==> src/rtl/button_event_gen.sv <==
// Two independent button channels: synchronize, debounce, classify short/long
// presses and stretch each event so a slow (1 Hz) consumer can sample it.

module button_event_stretch #(
    parameter int HOLD_CYCLES = 100_000_000
) (
    input  logic clk,
    input  logic rst,
    input  logic fire,
    output logic pulse
);
    localparam int HW = $clog2(HOLD_CYCLES) + 1;

    logic [HW-1:0] hold_cnt;

    // A fire while already high simply reloads, so the pulse has no gap.
    always_ff @(posedge clk) begin
        if (!rst) begin
            pulse    <= 1'b0;
            hold_cnt <= '0;
        end else if (fire) begin
            pulse    <= 1'b1;
            hold_cnt <= HW'(HOLD_CYCLES);
        end else if (hold_cnt != '0) begin
            hold_cnt <= hold_cnt - HW'(1);
            pulse    <= (hold_cnt != HW'(1));
        end else begin
            pulse <= 1'b0;
        end
    end
endmodule

module button_event_channel #(
    parameter int DEBOUNCE_CYCLES = 1_000_000,
    parameter int LONG_CYCLES     = 100_000_000,
    parameter int HOLD_CYCLES     = 100_000_000
) (
    input  logic clk,
    input  logic rst,
    input  logic btn,
    output logic ev_short,
    output logic ev_long
);
    localparam int DW = $clog2(DEBOUNCE_CYCLES) + 1;
    localparam int LW = $clog2(LONG_CYCLES) + 1;

    typedef enum logic [1:0] {IDLE, PRESS, LONG_WAIT} press_state_t;

    logic          sync1, sync2, level, flip;
    logic [DW-1:0] deb_cnt;
    logic [LW-1:0] press_cnt, press_cnt_next;
    logic          fire_short, fire_long;
    press_state_t  state, state_next;

    // flip marks the edge on which the debounced level changes.
    assign flip = (sync2 != level) && (deb_cnt == DW'(DEBOUNCE_CYCLES));

    always_ff @(posedge clk) begin
        if (!rst) begin
            sync1   <= 1'b0;
            sync2   <= 1'b0;
            level   <= 1'b0;
            deb_cnt <= '0;
        end else begin
            sync1 <= btn;
            sync2 <= sync1;
            if (sync2 == level) begin
                deb_cnt <= '0;
            end else if (flip) begin
                level   <= ~level;
                deb_cnt <= '0;
            end else begin
                deb_cnt <= deb_cnt + DW'(1);
            end
        end
    end

    always_ff @(posedge clk) begin
        if (!rst) begin
            state     <= IDLE;
            press_cnt <= '0;
        end else begin
            state     <= state_next;
            press_cnt <= press_cnt_next;
        end
    end

    always_comb begin
        state_next     = state;
        press_cnt_next = press_cnt;
        fire_short     = 1'b0;
        fire_long      = 1'b0;
        case (state)
            IDLE: begin
                if (flip && !level) begin
                    state_next     = PRESS;
                    press_cnt_next = '0;
                end
            end
            PRESS: begin
                if (!level) begin
                    state_next = IDLE;
                    fire_short = 1'b1;
                end else if (press_cnt == LW'(LONG_CYCLES - 1)) begin
                    state_next = LONG_WAIT;
                    fire_long  = 1'b1;
                end else begin
                    press_cnt_next = press_cnt + LW'(1);
                end
            end
            LONG_WAIT: begin
                if (!level) state_next = IDLE;
            end
            default: state_next = IDLE;
        endcase
    end

    button_event_stretch #(.HOLD_CYCLES(HOLD_CYCLES)) u_short (
        .clk   (clk),
        .rst   (rst),
        .fire  (fire_short),
        .pulse (ev_short)
    );

    button_event_stretch #(.HOLD_CYCLES(HOLD_CYCLES)) u_long (
        .clk   (clk),
        .rst   (rst),
        .fire  (fire_long),
        .pulse (ev_long)
    );
endmodule

module button_event_gen #(
    parameter int DEBOUNCE_CYCLES = 1_000_000,
    parameter int LONG_CYCLES     = 100_000_000,
    parameter int HOLD_CYCLES     = 100_000_000
) (
    input  logic clk,
    input  logic rst,
    input  logic btn0,
    input  logic btn1,
    output logic b0short,
    output logic b0long,
    output logic b1short,
    output logic b1long
);
    button_event_channel #(
        .DEBOUNCE_CYCLES (DEBOUNCE_CYCLES),
        .LONG_CYCLES     (LONG_CYCLES),
        .HOLD_CYCLES     (HOLD_CYCLES)
    ) u_ch0 (
        .clk      (clk),
        .rst      (rst),
        .btn      (btn0),
        .ev_short (b0short),
        .ev_long  (b0long)
    );

    button_event_channel #(
        .DEBOUNCE_CYCLES (DEBOUNCE_CYCLES),
        .LONG_CYCLES     (LONG_CYCLES),
        .HOLD_CYCLES     (HOLD_CYCLES)
    ) u_ch1 (
        .clk      (clk),
        .rst      (rst),
        .btn      (btn1),
        .ev_short (b1short),
        .ev_long  (b1long)
    );
endmodule

==> config.mk <==
export PLATFORM = sky130hd
export DESIGN_NAME = button_event_gen
export DESIGN_NICKNAME = d
export VERILOG_FILES = /design/src/rtl/button_event_gen.sv
export SDC_FILE = /design/constraint.sdc
export NUM_CORES = 1
export LEC_CHECK = 0
export CAP_MARGIN = 20
export CORE_MARGIN = 2
export CORE_UTILIZATION = 33
export CTS_BUF_LIST = sky130_fd_sc_hd__clkbuf_4
export DETAILED_ROUTE_END_ITERATION = 7
export DONT_BUFFER_PORTS = 1
export HOLD_SLACK_MARGIN = 0.12
export PLACE_DENSITY = 0.51
export SYNTH_ARGS = -nofsm -noshare
export SYNTH_HDL_FRONTEND = slang
export SYNTH_SLANG_ARGS = --single-unit
==> constraint.sdc <==
create_clock -name clk -period 2.6 [get_ports clk]
set_clock_uncertainty 0.05 [all_clocks]
set_input_delay 0.52 -clock clk [delete_from_list [all_inputs] [get_ports clk]]
set_output_delay 0.52 -clock clk [all_outputs]
set_load 0.02 [all_outputs]
* Yosys cells after proc, flatten, opt, wreduce, memory -nomap -nowiden *
Index checks and enable logic that the tools add are counted.

word-level totals
  output and inout port bits = 4
  logic and storage cells = 137
  input bits = 4
  flip-flop bits (word level) = 224

operators by class
  $add $sub $neg = 8
  reductions and logical operators = 30
  equality and inequality tests = 26
  multiplexer cells = 44
  bitwise gates (word level) = 5

operators with widths
  cell                   number
  $mux 27                8
  $mux 28                6
  $ne 28x1->1 const B    4
  $pmux 28 s2            2
  $reduce_bool 28->1     4
  $sub 28x1->28 const B  4
  $add 28x1->28 const B  2
  $eq 28x27->1 const B   2
  $add 21x1->21 const B  2
  $eq 21x20->1 const B   2
  $mux 1                 18
  $mux 2                 8
  $pmux 2 s3             2
  $reduce_bool 2->1      6
  $ne 2x1->1 const B     4
  $ne 2x2->1 const B     4
  $reduce_and 4->1       2
  $reduce_or 2->1        4
  $ne 3x3->1 const B     2
  $reduce_and 3->1       2
  $reduce_or 3->1        2
  $not 1->1              5
  $eq 2x1->1 const B     2
  $eq 2x2->1 const B     2
  other kinds (6)        14

* Logic depth before layout (Yosys ltp) *
Gate-level depths: netlist (run 1).

  depth in word-level cells = 5
  gate-level depth with buffers = 9
  depth with buffers taken out = 7

* Modules after synthesis *
Synthesis (run 1) repeated with hierarchy kept, for this count alone.

unflattened totals
  cells, all modules = 1378
  area total of the unflattened synthesis = 12079.1 µm²

modules (own cells, without submodules)
  module                area an instance (µm²)  cells an instance  instances  seq. area each (µm²)
  button_event_stretch  1600.3                  174                4          580.6
  button_event_channel  2839.0                  341                2          1081.0

* Least setup slack after synthesis (run 1) *
OpenSTA, ideal clock, no wires.

  path kind = reg2reg
  from = register u_ch1.u_short.hold_cnt[8]
  to = register u_ch1.u_short.hold_cnt[26]
  cell stages (with the launch flop) = 9
  data arrival time = 2.449 ns
  library setup time = 0.074 ns
  path buffers = 3
  path slack = 0.026 ns
  path through = dfxtp_1 or3_1 buf_2 or4_4 buf_6 or3_1 buf_2 or4_1 a31oi_1

between the ends
  longest elaborated chain between the ends = 3
  elaborated cells between the ends (all ways) = 5
  those cells by class = add/sub: 1; mux: 2; reduce/logical: 2

ends and longest elaborated chain
  what                    RTL line  source
  from (decl)             14        logic [HW-1:0] hold_cnt;
  from (signal assigned)  23        hold_cnt <= HW'(HOLD_CYCLES);
  from (signal assigned)  25        hold_cnt <= hold_cnt - HW'(1);
  $sub 28x1->28           25
  $mux 27                 24        end else if (hold_cnt != '0) begin
  $mux 27                 21        end else if (fire) begin

Several ways; a longest one is shown, not always the timed one. The select of a mux whose other input is x is not followed.
A chain may end at the register's enable or synchronous reset.

* Worst setup path after layout (run 1) *
  from = register u_ch1.u_short.hold_cnt[8]
  to = register u_ch1.u_short.hold_cnt[24]

The elaborated chain is that of the path after synthesis.

==> metrics.md, run 1 <==
| Metric | Value |
|---|---|
| Pwr Density | `1200 mW/mm^2` |
| Pins Over Slew Limit | `0` |
| Clock sink total | `224` |
| Hold Path Cell Cnt | `2` |
| DRT iter0 DRCs | `475` |
| CTS tree | `built` |
| Fraction of layout cells with a size suffix above 1 | `0.119` |
| Post-Syn Area | `0.0111 sq mm` |
| Placed Area | `0.0119 sq mm` |
| Gr usage total | `0.149` |
| Crit-path most repeated cell | `or3_1` |
| Place WS | `0.148 ns` |
| Reg clk slew, reported paths | `0.06 ns` |
| Setup TNS | `0 ns` |
| Post-synthesis compound-gate area fraction | `0.145` |
| Core area | `0.0334 sq mm` |
| Final WS setup | `0.179 ns` |
| CTS max path bufs | `3` |
| Crit path time final | `2.42 ns` |
| Largest net degree at the start of global routing | `34` |
| Setup crit end kind | `flip-flop` |
| Async S/R FF share, synth | `0` |
| Initial core utilization | `0.333` |
| Worst path slowest cell | `or3_1` |
| Top cell type's share of synthesized area | `0.403` |
| Crit-path max FO | `9` |
| DP Wirelength | `17.3 mm` |
| Routed vias/inst | `5.29` |
| Count leader, synth | `dfxtp_1` |
| CP cell instances | `or3_1, or4_4, or3_1, or4_1, a31oi_1` |
| Clock Latency Late Sink | `0.68 ns` |
| Arrival time worst endpoint | `2.97 ns` |
| DRT Pass-1 Iters | `5` |
| Die W | `188 microns` |
| Slew HR | `0.487` |
| Most used flip-flop cell after synthesis | `dfxtp_1` |
| Vias in the first global route | `9,255` |
| First-pass GRT wire length | `44.5 mm` |
| RSZ-0062 raised after global routing | `false` |
| Final GP Congestion | `0.788` |
| Worst setup path class | `reg2reg` |
| Top area cells in the synthesized netlist | `dfxtp_1, xnor2_1, nor2_1, or4_1, a21oi_1` |
| DRC | `0` |
| Worst slew pin tran | `0.768 ns` |
| Post-Syn Nets | `1,339` |
| Total Power | `15.2 mW` |
| Final Hold Fails | `0` |
| Area leader, netlist | `dfxtp_1` |
| Leak | `4.30 nW` |
| Number of synthesized flops with an enable pin | `0` |
| Post-synthesis sequential area ratio | `0.403` |
| Via Count | `9,865` |
| Outcome | `completed` |
| I/O pin count | `8` |
| Required time worst endpoint | `3.14 ns` |
| Inst Count DP | `1,762` |
| Setup repair bufs after CTS | `0` |
| Nets | `1,404` |
| DRT antenna net count | `0` |
| Synthesis Warnings | `0` |
| Avg Cell Area, Syn | `8.42 sq um` |
| Distinct cells, synth | `58` |
| Xor and xnor area share after synthesis | `0.0811` |
| GRT overflow | `0` |
| Area grow syn2layout | `13.5%` |
| Mux cell area share after synthesis | `0.0117` |
| CP max stage delay | `0.50 ns` |
| FILL cells | `3,552` |
| Seq cells post-synth | `224` |
| Num rows | `67` |
| Max Fclk | `0.413 GHz` |
| Worst vdd ir | `0.719 mV` |
| Initial antenna violation count | `2` |
| Full die area | `0.0352 sq mm` |
| Cells on worst reg2reg path | `5` |
| Post-route insts no fill | `1,865` |
| Worst hold path type | `in2reg` |
| Type of origin of the critical path | `flip-flop` |
| CTS H-tree lvls | `3` |
| Tcrit/Tclk final | `0.931` |
| Synth Area in Adders | `0.0158` |
| # setup viols final | `0` |
| Utilization after layout | `0.378` |
| Largest family of logic cells by synthesized area | `simple AND/OR/NAND/NOR gates` |
| Design area | `0.0126 sq mm` |
| IO Port Bufs | `0` |
| Post-synthesis cell count | `1,321` |
| Post-synth top cells | `dfxtp_1, nor2_1, a21oi_1` |
| DR WL/cell | `14.1 microns` |
| Die H | `188 microns` |
| Max Cap Viol | `0` |
| WL final | `26.2 mm` |
| CTS buffer count | `67` |
| CTS Root Cell | `clkbuf_4` |
| Hold WS | `0.245 ns` |
| Post-Synth Simple-Gate Area | `0.313` |
[power by group]
| group | internal, mW | leakage [nW] | switching [mW] |
|---|---|---|---|
| combinational | 3.02 | 2.05 | 4.16 |
| clock | 1.52 | 0.424 | 1.46 |
| sequential | 4.19 | 1.82 | 0.791 |
[layout by cell type (no fill, tap or decap), types with 8 or more instances in the layout]
| cell | synthesis | routed |
|---|---|---|
| o211ai_1 | 8 | 8 |
| or2_2 | 12 | 12 |
| clkbuf_4 | 0 | 87 |
| clkinv_1 | 0 | 10 |
| or4_1 | 55 | 55 |
| ha_1 | 14 | 14 |
| and3_1 | 21 | 21 |
| nor3_1 | 39 | 39 |
| nand2b_1 | 14 | 14 |
| nand4_1 | 35 | 35 |
| mux2i_1 | 13 | 13 |
| nand3_1 | 55 | 55 |
| and2_1 | 13 | 13 |
| xor2_1 | 40 | 40 |
| nand2_1 | 77 | 77 |
| o21ai_0 | 41 | 41 |
| nor4_1 | 52 | 50 |
| a211oi_1 | 9 | 9 |
| nor4b_1 | 14 | 14 |
| a31oi_1 | 29 | 29 |
| o31ai_1 | 38 | 38 |
| xnor2_1 | 63 | 63 |
| nand3b_1 | 9 | 9 |
| dfxtp_1 | 224 | 224 |
| buf_4 | 0 | 52 |
| inv_1 | 28 | 27 |
| a21oi_1 | 82 | 82 |
| or3_1 | 56 | 56 |
| nor2_1 | 138 | 138 |
| and4_1 | 14 | 14 |
[per-layer routing]
| metal | global-route usage | share of wire | vias to the layer above |
|---|---|---|---|
| li1 | - | - | 5096 |
| met5 | 0 | 0 | - |
| met3 | 0.0374 | 0.036 | 54 |
| met2 | 0.233 | 0.44 | 153 |
| met4 | 0.0651 | 0.028 | 0 |
| met1 | 0.194 | 0.50 | 4562 |
[final cells by class]
type                            instances  area (sq um)  area share
Inverter                               28           105     0.00833
Timing Repair Buffer                   56           440      0.0349
Antenna cell                            1          2.50    0.000198
Clock inverter                         12          45.0     0.00357
Tap cell                              448           561      0.0444
Multi-Input combinational cell       1009          6330       0.501
Clock buffer                           87           653      0.0518
Sequential cell                       224          4480       0.355
[final timing paths]
check | start | end | slack [ns]
min | rst | u_ch0.u_short.hold_cnt[27] | 0.25
max reg2reg | u_ch1.u_short.hold_cnt[8] | u_ch1.u_short.hold_cnt[24] | 0.18
max | u_ch1.u_short.hold_cnt[8] | u_ch1.u_short.hold_cnt[24] | 0.18
min reg2reg | u_ch0.sync1 | u_ch0.sync2 | 0.38
[state kept, by name (all words and copies together), names as in the netlist]
register                flops
u_ch1.state                 2
u_ch1.u_long.pulse          1
u_ch0.u_short.pulse         1
u_ch1.sync1                 1
u_ch0.u_short.hold_cnt     28
u_ch1.sync2                 1
u_ch0.sync2                 1
u_ch0.u_long.hold_cnt      28
u_ch1.u_short.hold_cnt     28
u_ch0.level                 1
u_ch0.deb_cnt              21
u_ch1.deb_cnt              21
u_ch1.level                 1
u_ch1.u_short.pulse         1
u_ch0.sync1                 1
u_ch1.press_cnt            28
u_ch1.u_long.hold_cnt      28
u_ch0.u_long.pulse          1
u_ch0.press_cnt            28
u_ch0.state                 2
[cells by family (layout without fill, tap and decap cells)]
kind of cell / count (synthesis) / after routing
AO/OA/AOI/OAI: 252 / 252
XOR/XNOR: 103 / 103
adder cells (fa/ha/maj): 14 / 14
buffers and inverters: 88 / 183
flip-flops: 224 / 224
multiplexers: 13 / 13
other: 0 / 1
AND/OR/NAND/NOR: 627 / 627
[worst max-delay path: cells and delay by family, from the launching register on]
kind | cells | cell delay [ns]
AND/OR/NAND/NOR | 4 | 1.82
AO/OA/AOI/OAI | 1 | 0.16
flip-flops | 1 | 0.33
[what timing repair did]
item,in CTS,in global routing
hold endpoints to repair,37,0
gates resized for setup,0,3
hold buffers,3,0
endpoints found under the setup margin,0,5
No activity file was read; power rests on OpenSTA's default activity.
==> run 2: changes to the inputs <==
ABC_AREA = 1   (was not set)
==> metrics.md, run 2 <==
| Metric | Value |
|---|---|
| Setup crit end kind | `flip-flop` |
| Routed vias/inst | `4.80 (-9.3%)` |
| Area leader, netlist | `dfxtp_1` |
| CTS H-tree lvls | `3 (unchanged)` |
| Full die area | `0.0406 sq mm (+15%)` |
| Outcome | `completed` |
| CTS max path bufs | `3 (unchanged)` |
| Type of origin of the critical path | `input port` |
| Count leader, synth | `nand2_1` |
| Utilization after layout | `0.369 (-0.00878)` |
| Post-synthesis compound-gate area fraction | `0.0857 (-0.0589)` |
| GRT overflow | `0 (unchanged)` |
| Initial antenna violation count | `3 (+1)` |
| Final Hold Fails | `0 (unchanged)` |
| Post-synth top cells | `nand2_1, nor2_1, dfxtp_1` |
| Core area | `0.0386 sq mm (+16%)` |
| Die W | `201 microns (+7.4%)` |
| Most frequent cells in the layout | `nand2_1, nor2_1, dfxtp_1` |
| Crit-path max FO | `14 (+5)` |
| Async S/R FF share, synth | `0 (unchanged)` |
| Clock Latency Late Sink | `0.73 ns (+0.05 ns)` |
| Reg power frac | `0.306 (-0.023)` |
| Combinational share of power | `0.478 (+0.004)` |
| DRC | `0 (unchanged)` |
| Num rows | `72 (+7.5%)` |
| Most used flip-flop cell after synthesis | `dfxtp_1` |
| Slew HR | `0.342 (-0.145)` |
| Final WS setup | `0.212 ns (+0.0334 ns)` |
| CTS tree | `built` |
| DRT iter0 DRCs | `627 (+32%)` |
| RSZ-0062 raised after global routing | `false` |
| IO Port Bufs | `0 (unchanged)` |
| Seq cells post-synth | `224 (unchanged)` |
| Post-synthesis cell count | `2,009 (+52%)` |
| CTS buffer count | `69 (+3.0%)` |
| Top area cells in the synthesized netlist | `dfxtp_1, nand2_1, nor2_1, nand3_1, a21oi_1` |
| Reg clk slew, reported paths | `0.06 ns (about the same)` |
| Tcrit/Tclk final | `0.918 (-0.0128)` |
| Area grow syn2layout | `10.7%` |
| Gr usage total | `0.170 (+0.0212)` |
| Pins Over Slew Limit | `0 (unchanged)` |
| DP Wirelength | `23.9 mm (+38%)` |
| # setup viols final | `0 (unchanged)` |
| Worst vdd ir | `0.439 mV (-39%)` |
| Required time worst endpoint | `3.18 ns (+0.04 ns)` |
| Fraction of layout cells with a size suffix above 1 | `0.0880 (-0.0314)` |
| Nets | `2,070 (+47%)` |
| Final GP Congestion | `0.880 (+12%)` |
| I/O pin count | `8 (unchanged)` |
| Largest net degree at the start of global routing | `100 (+190%)` |
| Worst hold path type | `in2reg` |
| Mux cell area share after synthesis | `0 (-0.0117)` |
| Max Fclk | `0.419 GHz (+1.4%)` |
| Synthesis Warnings | `0 (unchanged)` |
| First-pass GRT wire length | `58.1 mm (+30%)` |
| Top cell type's share of synthesized area | `0.349 (-0.0546)` |
| Pwr Density | `1120 mW/mm^2 (-6.5%)` |
| Setup TNS | `0 ns (unchanged)` |
| Internal power | `8.76 mW (+0.20%)` |
| Most common cell after layout, fill and taps aside | `nand2_1` |
| Leak | `5.42 nW (+26%)` |
| Number of synthesized flops with an enable pin | `0 (unchanged)` |
| Hold WS | `0.328 ns (+0.0824 ns)` |
| Net Switching | `7.23 mW (+13%)` |
| Arrival time worst endpoint | `2.97 ns (about the same)` |
| Distinct cells, synth | `39 (-33%)` |
| DRT Pass-1 Iters | `5 (unchanged)` |
| Avg Cell Area, Syn | `6.40 sq um (-24%)` |
| Xor and xnor area share after synthesis | `0.0511 (-0.0301)` |
| Post-synthesis sequential area ratio | `0.349 (-0.0546)` |
| CTS Root Cell | `clkbuf_4` |
| Design area | `0.0142 sq mm (+13%)` |
| DR WL/cell | `13.0 microns (-7.5%)` |
| Largest family of logic cells by synthesized area | `simple AND/OR/NAND/NOR gates` |
| WL final | `34.0 mm (+30%)` |
| Place WS | `0.354 ns (+0.206 ns)` |
| Max Cap Viol | `0 (unchanged)` |
| Sw Ratio | `0.452 (+0.0290)` |
| Clock Power Share | `0.216 (+0.019)` |
| Worst setup path class | `in2reg` |
| Via Count | `12,538 (+27%)` |
| Post-Synth Simple-Gate Area | `0.428 (+0.115)` |
| DRT antenna net count | `0 (unchanged)` |
| Post-Syn Area | `0.0129 sq mm (+16%)` |
| Clock sink total | `224 (unchanged)` |
| FILL cells | `4,329 (+22%)` |
| Vias in the first global route | `12,144 (+31%)` |
| Post-Syn Nets | `2,027 (+51%)` |
| Worst slew pin tran | `0.984 ns (+0.217 ns)` |
| Synth Area in Adders | `0.0136 (-0.00213)` |
| Initial core utilization | `0.334 (about the same)` |
| Post-CTS Resized | `0 (unchanged)` |
| Die H | `201 microns (+7.4%)` |
| Crit path time final | `2.39 ns (-0.0334 ns)` |
| Placed Area | `0.0134 sq mm (+13%)` |
-- run 2: cell types whose count changed in the layout (fill, tap and decap cells not counted), moves of 24 or more --
| cell | previous run | this run |
|---|---|---|
| a21oi_1 | 82 | 147 |
| a31oi_1 | 29 | 5 |
| buf_4 | 52 | 17 |
| inv_1 | 27 | 168 |
| nand2_1 | 77 | 493 |
| nand3_1 | 55 | 170 |
| nor2_1 | 138 | 442 |
| nor4_1 | 50 | 1 |
| o21ai_0 | 41 | 11 |
| o31ai_1 | 38 | 1 |
| or3_1 | 56 | 0 |
| or4_1 | 55 | 0 |
| xnor2_1 | 63 | 30 |
-- run 2: critical path, cell delays in order --
cell and delay (ns):
dlygate4sd3_1 1.19, clkinv_2 0.21, a21oi_1 0.23, nand2_1 0.35, buf_4 0.30, nor3_1 0.16
-- run 2: cell type report --
type                    count  area (sq um)  share of cell area
multi-input cells        1561          7440               0.522
flip-flops and latches    224          4480               0.315
clock buffers              97           728              0.0511
inverters                 175           659              0.0463
well taps                 518           648              0.0455
repair buffers             21           178              0.0125
clock inverters            13           103             0.00720
diodes                      3          7.51            0.000527
-- run 2: repair_timing --
item	in CTS	in global routing
buffers inserted	0	0
hold endpoints to repair	74	0
hold buffers	3	0
-- run 2: stage by stage --
stage | power (mW) | cells
after CTS | 16.1 | 2609
after global routing | 17.6 | 2612
after global placement | 12.5 | 2496
after floorplan | 10.9 | 2009
after detailed placement | 12.5 | 2496
final | 16.0 | 2612
-- run 2: power groups by stage --
stage	clock network (mW)	logic, mW	registers [mW]
after global routing	3.80	8.80	4.99
after detailed placement	0	7.57	4.95
final	3.45	7.64	4.89
after CTS	3.61	7.63	4.89
after floorplan	0	6.12	4.74
after global placement	0	7.55	4.95
-- run 2: cell families after synthesis --
| logic type | count (synthesis) |
|---|---|
| xor+xnor | 75 |
| compound gates | 199 |
| simple gates | 1273 |
| buf+inv | 224 |
| fa+ha+maj | 14 |
| flops | 224 |
-- run 2: path summary, 6_finish.rpt --
path	start	to	slack [ns]	cells after the start
setup / recovery	rst	u_ch0.deb_cnt[20]	0.21	6
hold / removal	rst	u_ch1.u_short.hold_cnt[0]	0.33	2
setup reg to reg	u_ch0.u_short.hold_cnt[0]	u_ch0.u_short.hold_cnt[14]	0.31	10
hold reg to reg	u_ch1.sync1	u_ch1.sync2	0.38	2
-- run 2: layer usage --
layer  GRT usage  wire length [microns]
met5           0                      0
met4      0.0706                    918
met3      0.0377                   1390
met2       0.278                  15600
met1       0.216                  16000
==> run 3: changes to the inputs <==
ABC_AREA = not set   (was 1)
RECOVER_POWER = 25   (was not set)
==> metrics.md, run 3 (same netlist as run 1, synthesis figures left out) <==
| Metric | Value |
|---|---|
| Outcome | `completed` |
| First-pass GRT wire length | `44.5 mm (-23%)` |
| CTS tree | `built` |
| Final WS setup | `0.176 ns (-0.0362 ns)` |
| Worst hold path type | `in2reg` |
| Area grow syn2layout | `13.1%` |
| Routed vias/inst | `5.29 (+10%)` |
| Crit path time final | `2.42 ns (+0.0362 ns)` |
| Hold Path Cell Cnt | `2 (unchanged)` |
| Clock sink total | `224 (unchanged)` |
| CTS Root Cell | `clkbuf_4` |
| IO Port Bufs | `0 (unchanged)` |
| Leak | `4.27 nW (-21%)` |
| RSZ-0062 raised after global routing | `false` |
| Required time worst endpoint | `3.15 ns (-0.03 ns)` |
| Initial core utilization | `0.333 (about the same)` |
| Clock Latency Late Sink | `0.68 ns (-0.05 ns)` |
| Nets | `1,404 (-32%)` |
| Pwr Density | `1190 mW/mm^2 (+6.5%)` |
| Max Cap Viol | `0 (unchanged)` |
| DRT antenna net count | `0 (unchanged)` |
| Most common cell after layout, fill and taps aside | `dfxtp_1` |
| # setup viols final | `0 (unchanged)` |
| DRC | `0 (unchanged)` |
| Placed Area | `0.0119 sq mm (-11%)` |
| Worst setup path class | `reg2reg` |
| Reg clk slew, reported paths | `0.06 ns (about the same)` |
| I/O pin count | `8 (unchanged)` |
| Setup crit end kind | `flip-flop` |
| Setup TNS | `0 ns (unchanged)` |
| Die W | `188 microns (-6.9%)` |
| DP Wirelength | `17.3 mm (-28%)` |
| Design area | `0.0126 sq mm (-12%)` |
| Crit-path max FO | `9 (-5)` |
| Tcrit/Tclk final | `0.932 (+0.0139)` |
| Num rows | `67 (-6.9%)` |
| Max Fclk | `0.413 GHz (-1.5%)` |
| CTS max path bufs | `3 (unchanged)` |
| Die H | `188 microns (-6.9%)` |
| Gr usage total | `0.149 (-0.0212)` |
| Final GP Congestion | `0.788 (-11%)` |
| Cells on worst reg2reg path | `5 (-5)` |
| WL final | `26.2 mm (-23%)` |
| Final Hold Fails | `0 (unchanged)` |
| Worst vdd ir | `0.717 mV (+63%)` |
| DRT Pass-1 Iters | `5 (unchanged)` |
| Setup repair bufs after CTS | `0 (unchanged)` |
| Place WS | `0.148 ns (-0.206 ns)` |
| Fraction of layout cells with a size suffix above 1 | `0.114 (+0.0257)` |
| Largest net degree at the start of global routing | `34 (-66%)` |
| GRT overflow | `0 (unchanged)` |
| Type of origin of the critical path | `flip-flop` |
| CTS H-tree lvls | `3 (unchanged)` |
| Most frequent cells in the layout | `dfxtp_1, nor2_1, clkbuf_4` |
| CTS buffer count | `67 (-2.9%)` |
| Slew HR | `0.493 (+0.151)` |
| Full die area | `0.0352 sq mm (-13%)` |
| Pins Over Slew Limit | `0 (unchanged)` |
| Core area | `0.0334 sq mm (-13%)` |
| DRT iter0 DRCs | `490 (-22%)` |
| Arrival time worst endpoint | `2.97 ns (about the same)` |
| Worst slew pin tran | `0.758 ns (-0.226 ns)` |
| Vias in the first global route | `9,255 (-24%)` |
| DR WL/cell | `14.0 microns (+8.0%)` |
| Via Count | `9,867 (-21%)` |
| Hold WS | `0.245 ns (-0.0828 ns)` |
| Initial antenna violation count | `2 (-1)` |
## run 3: changes by cell type in the layout (fill, tap and decap cells not counted), moves of 37 or more
cell,change
nor4_1,+50
or3_1,+56
nand2_1,-416
or4_1,+55
nand3_1,-115
a21oi_1,-65
inv_1,-141
o31ai_1,+37
nor2_1,-304
## run 3: power by group
part | switching, mW | leakage [nW] | internal, mW
clock network | 1.46 | 0.424 | 1.52
registers | 0.790 | 1.82 | 4.19
logic | 4.16 | 2.03 | 2.90
total | 6.41 | 4.27 | 8.62
## run 3: timing repair
item                                    in CTS  in global routing
hold buffers                                 3                  0
resized for setup                            0                  3
endpoints found under the setup margin       0                  5
endpoints found under the hold margin       37                  0
## run 3: worst paths after layout
kind                             start                          to  slack (ns)
max          u_ch1.u_short.hold_cnt[8]  u_ch1.u_short.hold_cnt[24]        0.18
max reg2reg  u_ch1.u_short.hold_cnt[8]  u_ch1.u_short.hold_cnt[24]        0.18
min reg2reg                u_ch0.sync1                 u_ch0.sync2        0.38
min                                rst  u_ch0.u_short.hold_cnt[27]        0.24
## run 3: metal layers
layer | up-vias | track usage | share of wire
li1 | 5089 | - | -
met1 | 4575 | 0.194 | 0.49
met2 | 148 | 0.233 | 0.44
met3 | 55 | 0.0374 | 0.036
met4 | 0 | 0.0651 | 0.028
met5 | - | 0 | 0
## run 3: critical path, stage by stage, from the launching register on
cell	delay, ns
dfxtp_1	0.34
or3_1	0.39
or4_4	0.49
or3_1	0.50
or4_1	0.44
a31oi_1	0.16
## run 3: area by class of cell
type                            count  area [sq um]
Tap cell                          448           561
Clock inverter                     12          45.0
Multi-Input combinational cell   1009          6320
Clock buffer                       87           653
Inverter                           28           105
Fill cell                        3560         20800
Sequential cell                   224          4480
Antenna cell                        1          2.50
Timing Repair Buffer               56           408
## run 3: stage by stage
stage	total power [mW]	utilization	std cells
3_3_place_gp	12.1	0.356	1762
6_report	15.0	0.377	1865
2_1_floorplan	10.2	-	1321
3_5_place_dp	12.2	0.356	1762
5_1_grt	16.4	0.377	1865
4_1_cts	15.3	0.378	1864
